--- config.mk ---
export PLATFORM = sky130hd
export DESIGN_NAME = wb_rr_arbiter_flat
export DESIGN_NICKNAME = d
export VERILOG_FILES = /design/src/rtl/wb_rr_arbiter_if.sv /design/src/rtl/wb_rr_arbiter.sv /design/src/flat_wrapper.sv
export SDC_FILE = /design/constraint.sdc
export NUM_CORES = 1
export LEC_CHECK = 0
export BUFFER_PORTS_ARGS = -buffer_cell sky130_fd_sc_hd__buf_2
export CELL_PAD_IN_SITES_DETAIL_PLACEMENT = 0
export CELL_PAD_IN_SITES_GLOBAL_PLACEMENT = 2
export CORE_UTILIZATION = 17
export DETAILED_ROUTE_END_ITERATION = 7
export HOLD_SLACK_MARGIN = 0.02
export PLACE_DENSITY = 0.95
export SLEW_MARGIN = 5
export SYNTH_ARGS = -nofsm -noshare
export SYNTH_HDL_FRONTEND = slang
export SYNTH_SLANG_ARGS = --single-unit
export TNS_END_PERCENT = 30
--- constraint.sdc ---
create_clock -name clk -period 7.6 [get_ports clk]
set_clock_uncertainty 0.1 [all_clocks]
set_input_delay 1.52 -clock clk [delete_from_list [all_inputs] [get_ports clk]]
set_output_delay 1.52 -clock clk [all_outputs]
set_load 0.005 [all_outputs]
--- src/rtl/wb_rr_arbiter_if.sv ---
// rtl/wb_rr_arbiter_if.sv - pipelined Wishbone bus bundle used by wb_rr_arbiter
interface wb_rr_arbiter_if #(
  parameter int AW = 32,
  parameter int DW = 32
);
  logic [AW-1:0]   wb_addr;
  logic [DW-1:0]   wb_wdat;
  logic [DW/8-1:0] wb_sel;
  logic            wb_cyc;
  logic            wb_stb;
  logic            wb_we;
  logic [DW-1:0]   wb_rdat;
  logic            wb_ack;
  logic            wb_err;
  logic            wb_stall;

  modport master (
    output wb_addr, wb_wdat, wb_sel, wb_cyc, wb_stb, wb_we,
    input  wb_rdat, wb_ack, wb_err, wb_stall
  );

  modport slave (
    input  wb_addr, wb_wdat, wb_sel, wb_cyc, wb_stb, wb_we,
    output wb_rdat, wb_ack, wb_err, wb_stall
  );
endinterface

--- src/rtl/wb_rr_arbiter.sv ---
// rtl/wb_rr_arbiter.sv - two-master round-robin pipelined Wishbone arbiter
// Grant is held for a whole cyc; a watchdog aborts transfers the slave never answers.
module wb_rr_arbiter #(
  parameter int AW      = 32,
  parameter int DW      = 32,
  parameter int TIMEOUT = 256,
  parameter int OW      = 4
) (
  input  logic              clk,
  input  logic              rst_n,
  wb_rr_arbiter_if.slave    m0,
  wb_rr_arbiter_if.slave    m1,
  wb_rr_arbiter_if.master   s,
  output logic [1:0]        gnt_o
);

  typedef enum logic [1:0] {IDLE, GNT0, GNT1, ABORT} state_t;

  localparam logic [OW-1:0] OUT_MAX = '1;
  localparam logic [15:0]   WD_LAST = 16'(TIMEOUT - 1);

  state_t        state;
  logic          last_gnt;
  logic [OW-1:0] outstanding;
  logic [15:0]   watchdog;

  logic granted, cur, m_cyc, m_stb, full, s_stb, accept, resp, timeout;

  // In ABORT last_gnt already names the aborted master, so cur stays valid there.
  assign granted = (state == GNT0) || (state == GNT1);
  assign cur     = (state == GNT1) || ((state == ABORT) && last_gnt);
  assign m_cyc   = cur ? m1.wb_cyc : m0.wb_cyc;
  assign m_stb   = cur ? m1.wb_stb : m0.wb_stb;
  assign full    = (outstanding == OUT_MAX);
  assign s_stb   = granted && m_cyc && m_stb && !full;
  assign accept  = s_stb && !s.wb_stall;
  assign resp    = s.wb_ack || s.wb_err;
  assign timeout = granted && (outstanding != '0) && (watchdog == WD_LAST) && !resp;
  assign gnt_o   = {state == GNT1, state == GNT0};

  always_comb begin
    s.wb_cyc  = 1'b0;
    s.wb_stb  = 1'b0;
    s.wb_we   = 1'b0;
    s.wb_addr = '0;
    s.wb_wdat = '0;
    s.wb_sel  = '0;
    if (granted) begin
      s.wb_cyc  = m_cyc;
      s.wb_stb  = s_stb;
      s.wb_we   = cur ? m1.wb_we   : m0.wb_we;
      s.wb_addr = cur ? m1.wb_addr : m0.wb_addr;
      s.wb_wdat = cur ? m1.wb_wdat : m0.wb_wdat;
      s.wb_sel  = cur ? m1.wb_sel  : m0.wb_sel;
    end
  end

  always_comb begin
    m0.wb_stall = 1'b1;
    m0.wb_ack   = 1'b0;
    m0.wb_err   = 1'b0;
    m0.wb_rdat  = '0;
    m1.wb_stall = 1'b1;
    m1.wb_ack   = 1'b0;
    m1.wb_err   = 1'b0;
    m1.wb_rdat  = '0;
    if (state == GNT0) begin
      m0.wb_stall = s.wb_stall || full;
      m0.wb_ack   = s.wb_ack;
      m0.wb_err   = s.wb_err || timeout;
      m0.wb_rdat  = s.wb_rdat;
    end else if (state == GNT1) begin
      m1.wb_stall = s.wb_stall || full;
      m1.wb_ack   = s.wb_ack;
      m1.wb_err   = s.wb_err || timeout;
      m1.wb_rdat  = s.wb_rdat;
    end
  end

  always_ff @(posedge clk or negedge rst_n) begin
    if (!rst_n) begin
      state       <= IDLE;
      last_gnt    <= 1'b1;
      outstanding <= '0;
      watchdog    <= '0;
    end else begin
      case (state)
        IDLE: begin
          outstanding <= '0;
          watchdog    <= '0;
          if (m0.wb_cyc && (!m1.wb_cyc || last_gnt)) state <= GNT0;
          else if (m1.wb_cyc)                        state <= GNT1;
        end
        GNT0, GNT1: begin
          if (!m_cyc) begin
            state       <= IDLE;
            last_gnt    <= cur;
            outstanding <= '0;
            watchdog    <= '0;
          end else if (timeout) begin
            state       <= ABORT;
            last_gnt    <= cur;
            outstanding <= '0;
            watchdog    <= '0;
          end else begin
            // A response with nothing outstanding is ignored to avoid underflow.
            if (accept && !(resp && outstanding != '0))
              outstanding <= outstanding + 1'b1;
            else if (!accept && resp && outstanding != '0)
              outstanding <= outstanding - 1'b1;
            watchdog <= (resp || outstanding == '0) ? 16'd0 : watchdog + 16'd1;
          end
        end
        ABORT: begin
          if (!m_cyc) state <= IDLE;
        end
        default: state <= IDLE;
      endcase
    end
  end

endmodule

--- src/flat_wrapper.sv ---
// flat-port wrapper written by rule: the top's interface ports become plain ports
module wb_rr_arbiter_flat 
#(
  parameter int AW      = 32,
  parameter int DW      = 32,
  parameter int TIMEOUT = 256,
  parameter int OW      = 4
)
  (clk, rst_n, gnt_o, m0_wb_addr, m0_wb_wdat, m0_wb_sel, m0_wb_cyc, m0_wb_stb, m0_wb_we, m0_wb_rdat, m0_wb_ack, m0_wb_err, m0_wb_stall, m1_wb_addr, m1_wb_wdat, m1_wb_sel, m1_wb_cyc, m1_wb_stb, m1_wb_we, m1_wb_rdat, m1_wb_ack, m1_wb_err, m1_wb_stall, s_wb_addr, s_wb_wdat, s_wb_sel, s_wb_cyc, s_wb_stb, s_wb_we, s_wb_rdat, s_wb_ack, s_wb_err, s_wb_stall);
  wb_rr_arbiter_if #(.AW(AW), .DW(DW)) m0_i ();
  wb_rr_arbiter_if #(.AW(AW), .DW(DW)) m1_i ();
  wb_rr_arbiter_if #(.AW(AW), .DW(DW)) s_i ();
  input  logic clk;
  input  logic rst_n;
  output logic [1:0] gnt_o;
  input wire logic [$bits(m0_i.wb_addr)-1:0] m0_wb_addr;
  input wire logic [$bits(m0_i.wb_wdat)-1:0] m0_wb_wdat;
  input wire logic [$bits(m0_i.wb_sel)-1:0] m0_wb_sel;
  input wire logic [$bits(m0_i.wb_cyc)-1:0] m0_wb_cyc;
  input wire logic [$bits(m0_i.wb_stb)-1:0] m0_wb_stb;
  input wire logic [$bits(m0_i.wb_we)-1:0] m0_wb_we;
  output wire logic [$bits(m0_i.wb_rdat)-1:0] m0_wb_rdat;
  output wire logic [$bits(m0_i.wb_ack)-1:0] m0_wb_ack;
  output wire logic [$bits(m0_i.wb_err)-1:0] m0_wb_err;
  output wire logic [$bits(m0_i.wb_stall)-1:0] m0_wb_stall;
  input wire logic [$bits(m1_i.wb_addr)-1:0] m1_wb_addr;
  input wire logic [$bits(m1_i.wb_wdat)-1:0] m1_wb_wdat;
  input wire logic [$bits(m1_i.wb_sel)-1:0] m1_wb_sel;
  input wire logic [$bits(m1_i.wb_cyc)-1:0] m1_wb_cyc;
  input wire logic [$bits(m1_i.wb_stb)-1:0] m1_wb_stb;
  input wire logic [$bits(m1_i.wb_we)-1:0] m1_wb_we;
  output wire logic [$bits(m1_i.wb_rdat)-1:0] m1_wb_rdat;
  output wire logic [$bits(m1_i.wb_ack)-1:0] m1_wb_ack;
  output wire logic [$bits(m1_i.wb_err)-1:0] m1_wb_err;
  output wire logic [$bits(m1_i.wb_stall)-1:0] m1_wb_stall;
  output wire logic [$bits(s_i.wb_addr)-1:0] s_wb_addr;
  output wire logic [$bits(s_i.wb_wdat)-1:0] s_wb_wdat;
  output wire logic [$bits(s_i.wb_sel)-1:0] s_wb_sel;
  output wire logic [$bits(s_i.wb_cyc)-1:0] s_wb_cyc;
  output wire logic [$bits(s_i.wb_stb)-1:0] s_wb_stb;
  output wire logic [$bits(s_i.wb_we)-1:0] s_wb_we;
  input wire logic [$bits(s_i.wb_rdat)-1:0] s_wb_rdat;
  input wire logic [$bits(s_i.wb_ack)-1:0] s_wb_ack;
  input wire logic [$bits(s_i.wb_err)-1:0] s_wb_err;
  input wire logic [$bits(s_i.wb_stall)-1:0] s_wb_stall;
  assign m0_i.wb_addr = m0_wb_addr;
  assign m0_i.wb_wdat = m0_wb_wdat;
  assign m0_i.wb_sel = m0_wb_sel;
  assign m0_i.wb_cyc = m0_wb_cyc;
  assign m0_i.wb_stb = m0_wb_stb;
  assign m0_i.wb_we = m0_wb_we;
  assign m0_wb_rdat = m0_i.wb_rdat;
  assign m0_wb_ack = m0_i.wb_ack;
  assign m0_wb_err = m0_i.wb_err;
  assign m0_wb_stall = m0_i.wb_stall;
  assign m1_i.wb_addr = m1_wb_addr;
  assign m1_i.wb_wdat = m1_wb_wdat;
  assign m1_i.wb_sel = m1_wb_sel;
  assign m1_i.wb_cyc = m1_wb_cyc;
  assign m1_i.wb_stb = m1_wb_stb;
  assign m1_i.wb_we = m1_wb_we;
  assign m1_wb_rdat = m1_i.wb_rdat;
  assign m1_wb_ack = m1_i.wb_ack;
  assign m1_wb_err = m1_i.wb_err;
  assign m1_wb_stall = m1_i.wb_stall;
  assign s_wb_addr = s_i.wb_addr;
  assign s_wb_wdat = s_i.wb_wdat;
  assign s_wb_sel = s_i.wb_sel;
  assign s_wb_cyc = s_i.wb_cyc;
  assign s_wb_stb = s_i.wb_stb;
  assign s_wb_we = s_i.wb_we;
  assign s_i.wb_rdat = s_wb_rdat;
  assign s_i.wb_ack = s_wb_ack;
  assign s_i.wb_err = s_wb_err;
  assign s_i.wb_stall = s_wb_stall;
  wb_rr_arbiter #(.AW(AW), .DW(DW), .TIMEOUT(TIMEOUT), .OW(OW)) u_core (.clk(clk), .rst_n(rst_n), .m0(m0_i), .m1(m1_i), .s(s_i), .gnt_o(gnt_o));
endmodule
==> reports/results.tsv, run 1 <==
stage	metric	value	unit
drt	Starting DRT DRC Count	152	
synthesis	Main synth FF type	dfrtp_1	
global_route	vias in the first global route	3818	
clocking	post-CTS setup buffers	0	
placed_design	post-place setup slack	3.17	ns
drt	Vias	4206	
sta	setup_tns	0	ns
worst_setup_path	Worst Setup Path Type	flop to primary output	
clocking	# clock sinks	23	
sta	final setup fails	0	
synthesis	synth top area cells	nand2_1 (18%), dfrtp_1 (18%), a21boi_0 (17%)	
hold_path	hold_sp	u_core.last_gnt	
sta	RSZ-0062 raised after global routing	false	
synthesis	Cells after Synth	470	
worst_setup_path	CP arrival	3.10	ns
sta	slew of the pin with the lowest slew margin	0.978	ns
drt	Detail Route Antenna Nets	0	
finish	Total Nets Final	955	
synthesis	mux cell area share after synthesis	0.0166	
worst_setup_path	reg-to-reg endpoint	u_core.outstanding[3]	
synthesis	largest family of logic cells by synthesized area	simple AND/OR/NAND/NOR gates	
die	DIE WIDTH	137	µm
synthesis	compound-cell area share of the yosys netlist	0.262	
clocking	worst skew pair latency	0.26	ns
synthesis	Syn. warnings	0	
drt	drt wl/cell	14.6	µm
finish	register area	577	µm²
synthesis	EDFF count, synth	0	
finish	multi-input logic area	2380	µm²
global_route	first-pass GRT wire length	20700	µm
worst_setup_path	flop2flop setup slack	3.37	ns
sta	Max Clk Rate	212	MHz
clocking	PostCTS Resize Cnt	0	
clocking	CTS Root Cell	clkbuf_16	
global_route	gr ovfl total	0	
die	IO Count	322	
finish	commonest cells after routing, fill and taps aside	buf_2 (321), nand2_1 (151), a21boi_0 (70)	
worst_setup_path	startpoint class of the critical path	flop	
sta	Final Max Slew Viols	0	
finish	share of cells above drive strength 1	0.442	
finish	most common cell after layout, fill and taps aside	buf_2	
sta	Period minus WS final	4.72	ns
drt	final WL	14500	µm
global_route	largest net degree at the start of global routing	77	
synthesis	area fraction of the dominant cell type after synthesis	0.183	
synthesis	distinct cell type count after synthesis	46	
synthesis	Avg Cell Area, Syn	6.59	µm²
synthesis	Post-Syn Nets	657	
clocking	Worst-path clk slew	0.06	ns
hold_path	worst min path class	flop to flop	
worst_setup_path	Critical Path RT	5.98	ns
clocking	CTS Buf Count	3	
finish	synth-to-layout area growth	61.1	%
clocking	H-tree levels	1	
drt	drt first pass iters	5	
synthesis	Simple-Gate Fraction of Synth Area	0.422	
die	Die H	137	µm
drt	# DRC	0	
sta	Hold Vio Cnt, Final	0	
die	# rows	48	
clocking	cts hold-fix bufs	0	
worst_setup_path	crit end category	primary output	
die	Initial Util	0.177	
drt	Vias per Instance	4.24	
die	Die ar.	18800	µm²
power_and_ir_drop	power density over the cells	318	nW/µm²
die	core area	17500	µm²
worst_setup_path	critical path fanouts, max	41	
synthesis	Synth Area in Adders	0.0348	
synthesis	fraction of the yosys area taken by sequential cells	0.186	
finish	Antenna diodes	0	
placed_design	IO Port Bufs	321	
finish	Fill cells	1999	
synthesis	asr flop ratio synth	1.00	
hold_path	Hold Path Sink	u_core.last_gnt	
hold_path	hold depth	1	
synthesis	FF+latch count, synth	23	
clocking	CTS tree	done	
power_and_ir_drop	peak supply drop	205	µV
sta	PnR worst setup slack	2.88	ns
placed_design	Post-DP HPWL	11700	µm
synthesis	Post-Synth XOR/XNOR Area	0.0283	
synthesis	Yosys top cell by area	nand2_1	
flow_run	max cap viols	0	
worst_setup_path	Reg2Reg Depth	10	
status	outcome	completed	
synthesis	Mapped Area	3100	µm²
clocking	maximum buffer depth of the clock tree	2	
sta	slew margin rel.	0.348	
sta	Final Cycle Share	0.621	
global_route	gr usage total	0.140	
power_and_ir_drop	static leakage	2.79	nW
global_route	initial antenna violation count	1	
placed_design	Final GP Congestion	0.807	
worst_setup_path	FF-to-FF Start	u_core.state[0]	
power breakdown:
group	leakage [nW]	total [W]	internal, W	switching [W]
logic	2.43	0.00131	0.000578	0.000728
registers	0.314	0.000163	0.000143	0.0000204
clock network	0.0382	0.000116	0.0000717	0.0000439
total	2.79	0.00158	0.000792	0.000792
synth_stat cells (2+ instances only):
cell type,count
nand2_1,151
a21boi_0,70
and2_1,67
clkbuf_1,23
dfrtp_1,22
nor2_1,16
inv_1,9
o21ai_0,9
buf_1,8
nand3_1,8
ha_1,7
nand4_1,6
a21o_1,5
o22ai_1,5
xnor2_1,5
xor2_1,5
a21oi_1,4
and3_1,4
mux2i_1,4
nor3_1,4
nand2b_1,3
nor4_1,3
or4_1,3
a211o_1,2
a32o_1,2
nor2b_1,2
nor3b_1,2
o211ai_1,2
o21a_1,2
state kept, by name (all words and copies together) (netlist names):
name / flops
u_core.watchdog: 16
u_core.state: 2
u_core.last_gnt: 1
u_core.outstanding: 4
how the worst max path moves through the flow:
| stage | start | to | slack, ns |
|---|---|---|---|
| floorplan | s_wb_err | m0_wb_err | 3.78 |
| global placement | u_core.state[0] | s_wb_addr[30] | 3.20 |
| detailed placement | u_core.state[0] | s_wb_addr[30] | 3.17 |
| CTS | u_core.state[0] | s_wb_addr[30] | 2.89 |
| global route | u_core.state[0] | s_wb_addr[30] | 2.66 |
| finish | u_core.state[0] | s_wb_addr[29] | 2.88 |
stage by stage:
| stage | area (µm²) | hold WS (ns) | total power, W | util | instances |
|---|---|---|---|---|---|
| 2_1_floorplan | 3100 | 0.391 | 0.000928 | - | 470 |
| 3_3_place_gp | 4910 | 0.420 | 0.00149 | 0.280 | 988 |
| 3_5_place_dp | 4910 | 0.428 | 0.00149 | 0.280 | 988 |
| 4_1_cts | 4990 | 0.438 | 0.00161 | 0.284 | 992 |
| 5_1_grt | 4990 | 0.460 | 0.00174 | 0.284 | 992 |
| 6_report | 4990 | 0.442 | 0.00158 | 0.284 | 992 |
per-layer routing:
| layer | part of all wire | GRT usage | vias to the layer above |
|---|---|---|---|
| li1 | - | - | 2158 |
| met1 | 0.45 | 0.184 | 1893 |
| met2 | 0.49 | 0.251 | 142 |
| met3 | 0.054 | 0.0130 | 11 |
| met4 | 0.0081 | 0.0232 | 2 |
| met5 | 0.00090 | 0 | - |
layout make-up:
cell class / instances / share of cell area
inverter: 9 / 0.00678
timing repair buffer: 325 / 0.328
sequential: 23 / 0.116
multi-input combinational: 406 / 0.477
tap: 225 / 0.0565
clock buffer: 4 / 0.0158
logic make-up (layout without fill, tap and decap cells):
kind of cell | after synthesis | in the layout
xor+xnor | 10 | 10
flops | 23 | 23
fa+ha+maj | 8 | 8
mux | 5 | 5
compound gates | 108 | 108
buf+inv | 41 | 338
simple gates | 275 | 275
critical path: stages, from the launching register on:
cell	delay [ns]
dfrtp_1	0.41
ha_1	0.51
a21oi_4	0.88
buf_4	0.53
nand2_1	0.10
a21boi_0	0.21
buf_2	0.17
No activity file was read; power rests on OpenSTA's default activity.
==> inputs of run 2 (changes only) <==
--- a/config.mk
+++ b/config.mk
@@ -5,13 +5,14 @@
 export SDC_FILE = /design/constraint.sdc
 export NUM_CORES = 1
 export LEC_CHECK = 0
+export ABC_AREA = 1
 export BUFFER_PORTS_ARGS = -buffer_cell sky130_fd_sc_hd__buf_2
 export CELL_PAD_IN_SITES_DETAIL_PLACEMENT = 0
 export CELL_PAD_IN_SITES_GLOBAL_PLACEMENT = 2
-export CORE_UTILIZATION = 17
+export CORE_UTILIZATION = 13
 export DETAILED_ROUTE_END_ITERATION = 7
 export HOLD_SLACK_MARGIN = 0.02
-export PLACE_DENSITY = 0.95
+export PLACE_DENSITY = 0.87
 export SLEW_MARGIN = 5
 export SYNTH_ARGS = -nofsm -noshare
 export SYNTH_HDL_FRONTEND = slang
==> constraint.sdc (replaced) <==
create_clock -name clk -period 4.17 [get_ports clk]
set_clock_uncertainty 0.1 [all_clocks]
set_input_delay 0.834 -clock clk [delete_from_list [all_inputs] [get_ports clk]]
set_output_delay 0.834 -clock clk [all_outputs]
set_load 0.005 [all_outputs]
==> reports/results.tsv, run 2 <==
stage	metric	value	unit	change
synthesis	Yosys top cell by area	nor2_1		
clocking	CTS Buf Count	3		unchanged
sta	Max Clk Rate	299	MHz	
drt	Vias per Instance	3.74		-12%
placed_design	IO Port Bufs	321		unchanged
clocking	maximum buffer depth of the clock tree	2		unchanged
clocking	cts hold-fix bufs	0		unchanged
synthesis	Main synth FF type	dfrtp_1		
drt	drt wl/cell	11.4	µm	-22%
worst_setup_path	crit end category	primary output		
sta	Final Cycle Share	0.801		
finish	Regs by FF count	u_core.watchdog: 16 flops, u_core.outstanding: 4 flops, u_core.state: 2 flops		
worst_setup_path	critical-path cell list	ha_1 -> nand2_2 -> nand2_4 -> inv_2 -> buf_4 -> nor2_1 -> nor2_1 -> buf_2		
finish	fin cells	1217		+23%
die	DIE WIDTH	159	µm	+16%
synthesis	most frequent cell after synthesis	nor2_1		
drt	final WL	13800	µm	-4.5%
clocking	post-CTS setup buffers	0		unchanged
worst_setup_path	CP bufs+invs	3		+1
drt	Starting DRT DRC Count	230		+51%
finish	register area	577	µm²	unchanged
die	Initial Util	0.132		-0.0445
synthesis	Avg Cell Area, Syn	5.34	µm²	-19%
sta	Hold Vio Cnt, Final	0		unchanged
finish	Biggest register	u_core.watchdog		
synthesis	fraction of the yosys area taken by sequential cells	0.180		-0.00612
die	# rows	57		+19%
placed_design	placed instance area	5090	µm²	+3.8%
drt	# DRC	0		unchanged
worst_setup_path	CP dominant cell by count	nor2_1		
sta	slew margin rel.	0.534		+0.186
finish	Fill cells	2820		+41%
power_and_ir_drop	power density over the cells	685	nW/µm²	+120%
clocking	CTS Root Cell	clkbuf_16		
finish	finished layout cell area	5170	µm²	+3.8%
drt	drt first pass iters	4		-1
worst_setup_path	flop2flop setup slack	0.96	ns	-2.41 ns
finish	synth-to-layout area growth	61.6	%	
global_route	initial antenna violation count	2		+1
synthesis	Syn. warnings	0		unchanged
global_route	gr ovfl total	0		unchanged
finish	max reg flops	16		unchanged
worst_setup_path	startpoint class of the critical path	flop		
synthesis	asr flop ratio synth	1.00		unchanged
global_route	largest net degree at the start of global routing	72		-6.5%
drt	Vias	4547		+8.1%
synthesis	EDFF count, synth	0		unchanged
power_and_ir_drop	peak supply drop	314	µV	+53%
worst_setup_path	Critical Path RT	3.24	ns	-2.74 ns
finish	most common cell after layout, fill and taps aside	buf_2		
synthesis	Post-Syn Nets	786		+20%
synthesis	distinct cell type count after synthesis	38		-17%
drt	Detail Route Antenna Nets	0		unchanged
finish	Antenna diodes	0		unchanged
hold_path	worst min path class	flop to flop		
synthesis	Mapped Area	3200	µm²	+3.4%
die	core area	24200	µm²	+38%
synthesis	area fraction of the dominant cell type after synthesis	0.237		+0.0538
clocking	worst skew pair latency	0.25	ns	about the same
sta	Period minus WS final	3.34	ns	
die	IO Count	322		unchanged
worst_setup_path	critical path fanouts, max	38		-7.3%
synthesis	Cells after Synth	599		+27%
synthesis	FF+latch count, synth	23		unchanged
worst_setup_path	top cell family by delay on the critical path	buffers and inverters		
global_route	first-pass GRT wire length	21800	µm	+5.3%
placed_design	Post-DP HPWL	11100	µm	-4.9%
sta	slew of the pin with the lowest slew margin	0.697	ns	-0.281 ns
finish	Total Nets Final	1081		+13%
clocking	Worst-path clk slew	0.06	ns	about the same
power_and_ir_drop	static leakage	3.16	nW	+14%
clocking	CTS tree	done		
die	Die H	159	µm	+16%
placed_design	post-place setup slack	0.963	ns	-2.21 ns
clocking	PostCTS Resize Cnt	0		unchanged
synthesis	commonest cells in the netlist	nor2_1 (202), nand2_1 (122), o21ai_0 (76), inv_1 (60), clkbuf_1 (30)		
sta	RSZ-0062 raised after global routing	false		
worst_setup_path	CP arrival	2.41	ns	-0.69 ns
placed_design	Placed Instances	1213		+23%
finish	multi-input logic area	2200	µm²	-7.5%
finish	commonest cells after routing, fill and taps aside	buf_2 (321), nor2_1 (202), nand2_1 (122)		
status	outcome	completed		
synthesis	synth top area cells	nor2_1 (24%), dfrtp_1 (17%), nand2_1 (14%)		
die	Die ar.	25300	µm²	+35%
sta	PnR worst setup slack	0.829	ns	-2.05 ns
worst_setup_path	CP max stage delay	0.50	ns	-0.38 ns
sta	final setup fails	0		unchanged
clocking	# clock sinks	23		unchanged
placed_design	Final GP Congestion	0.788		-2.3%
sta	Final Max Slew Viols	0		unchanged
worst_setup_path	Worst Setup Path Type	flop to primary output		
global_route	gr usage total	0.105		-0.0353
worst_setup_path	crit path max-delay cell type	inv_2		
finish	share of cells above drive strength 1	0.410		-0.0321
clocking	H-tree levels	1		unchanged
sta	setup_tns	0	ns	unchanged
global_route	vias in the first global route	4275		+12%
flow_run	max cap viols	0		unchanged
[run 2: final timing paths]
| kind | from | end | cells past startpoint |
|---|---|---|---|
| min in group asynchronous | rst_n | u_core.watchdog[12] | 1 |
| worst max-delay path | u_core.state[0] | s_wb_wdat[20] | 8 |
| worst min-delay path | u_core.watchdog[1] | u_core.watchdog[1] | 2 |
| max in group asynchronous | rst_n | u_core.last_gnt | 1 |
| worst min register to register | u_core.watchdog[1] | u_core.watchdog[1] | 2 |
| worst max register to register | u_core.state[0] | u_core.outstanding[3] | 17 |
[run 2: logic make-up (layout without fill, tap and decap cells)]
group | Yosys count | after routing | synth area share
DFF | 23 | 23 | 0.180
buffers and inverters | 104 | 398 | 0.134
AOI/OAI and AO/OA | 90 | 90 | 0.149
xor gates and xnor gates | 8 | 8 | 0.0219
and+or+nand+nor | 366 | 366 | 0.481
adders and majority gates | 8 | 8 | 0.0336
[run 2: worst reg2reg max path, stage by stage (launching register included)]
cell and delay [ns]:
dfrtp_1 0.39, ha_1 0.44, nand2_2 0.15, nand2_4 0.08, buf_4 0.53, nand2_1 0.17
nand3_1 0.16, nor2_4 0.06, nand3_4 0.09, ha_1 0.27, a21oi_1 0.18, nand3_1 0.09
nand2_1 0.09, nand4_1 0.09, nand2_1 0.07, nor2_1 0.04, nand3_1 0.05, nand2_1 0.05
[run 2: metrics by stage]
step | hold slack (ns) | util | total power (W)
after detailed placement | 0.408 | 0.210 | 0.00339
final | 0.416 | 0.213 | 0.00354
after global placement | 0.407 | 0.210 | 0.00341
after global routing | 0.459 | 0.213 | 0.00397
after CTS | 0.422 | 0.213 | 0.00361
after floorplan | 0.373 | - | 0.00212
[run 2: cell type report]
| type | count | share of cell area |
|---|---|---|
| clock buffer | 4 | 0.0152 |
| inverter | 66 | 0.0491 |
| multi-input combinational | 472 | 0.425 |
| sequential | 23 | 0.111 |
| tap | 324 | 0.0784 |
| timing repair buffer | 328 | 0.321 |
[run 2: where the power goes]
part           internal, W  total [W]  leakage [nW]  switching [W]
registers         0.000261   0.000293         0.311      0.0000321
clock network     0.000130   0.000205        0.0382      0.0000747
logic              0.00115    0.00305          2.81        0.00190
total              0.00154    0.00354          3.16        0.00200
[run 2: metal layers]
| layer | share of wire | vias to the layer above | GRT usage |
|---|---|---|---|
| li1 | - | 2427 | - |
| met1 | 0.43 | 1939 | 0.125 |
| met2 | 0.50 | 163 | 0.198 |
| met3 | 0.058 | 14 | 0.0219 |
| met4 | 0.0083 | 4 | 0.0109 |
| met5 | 0.0020 | - | 0 |
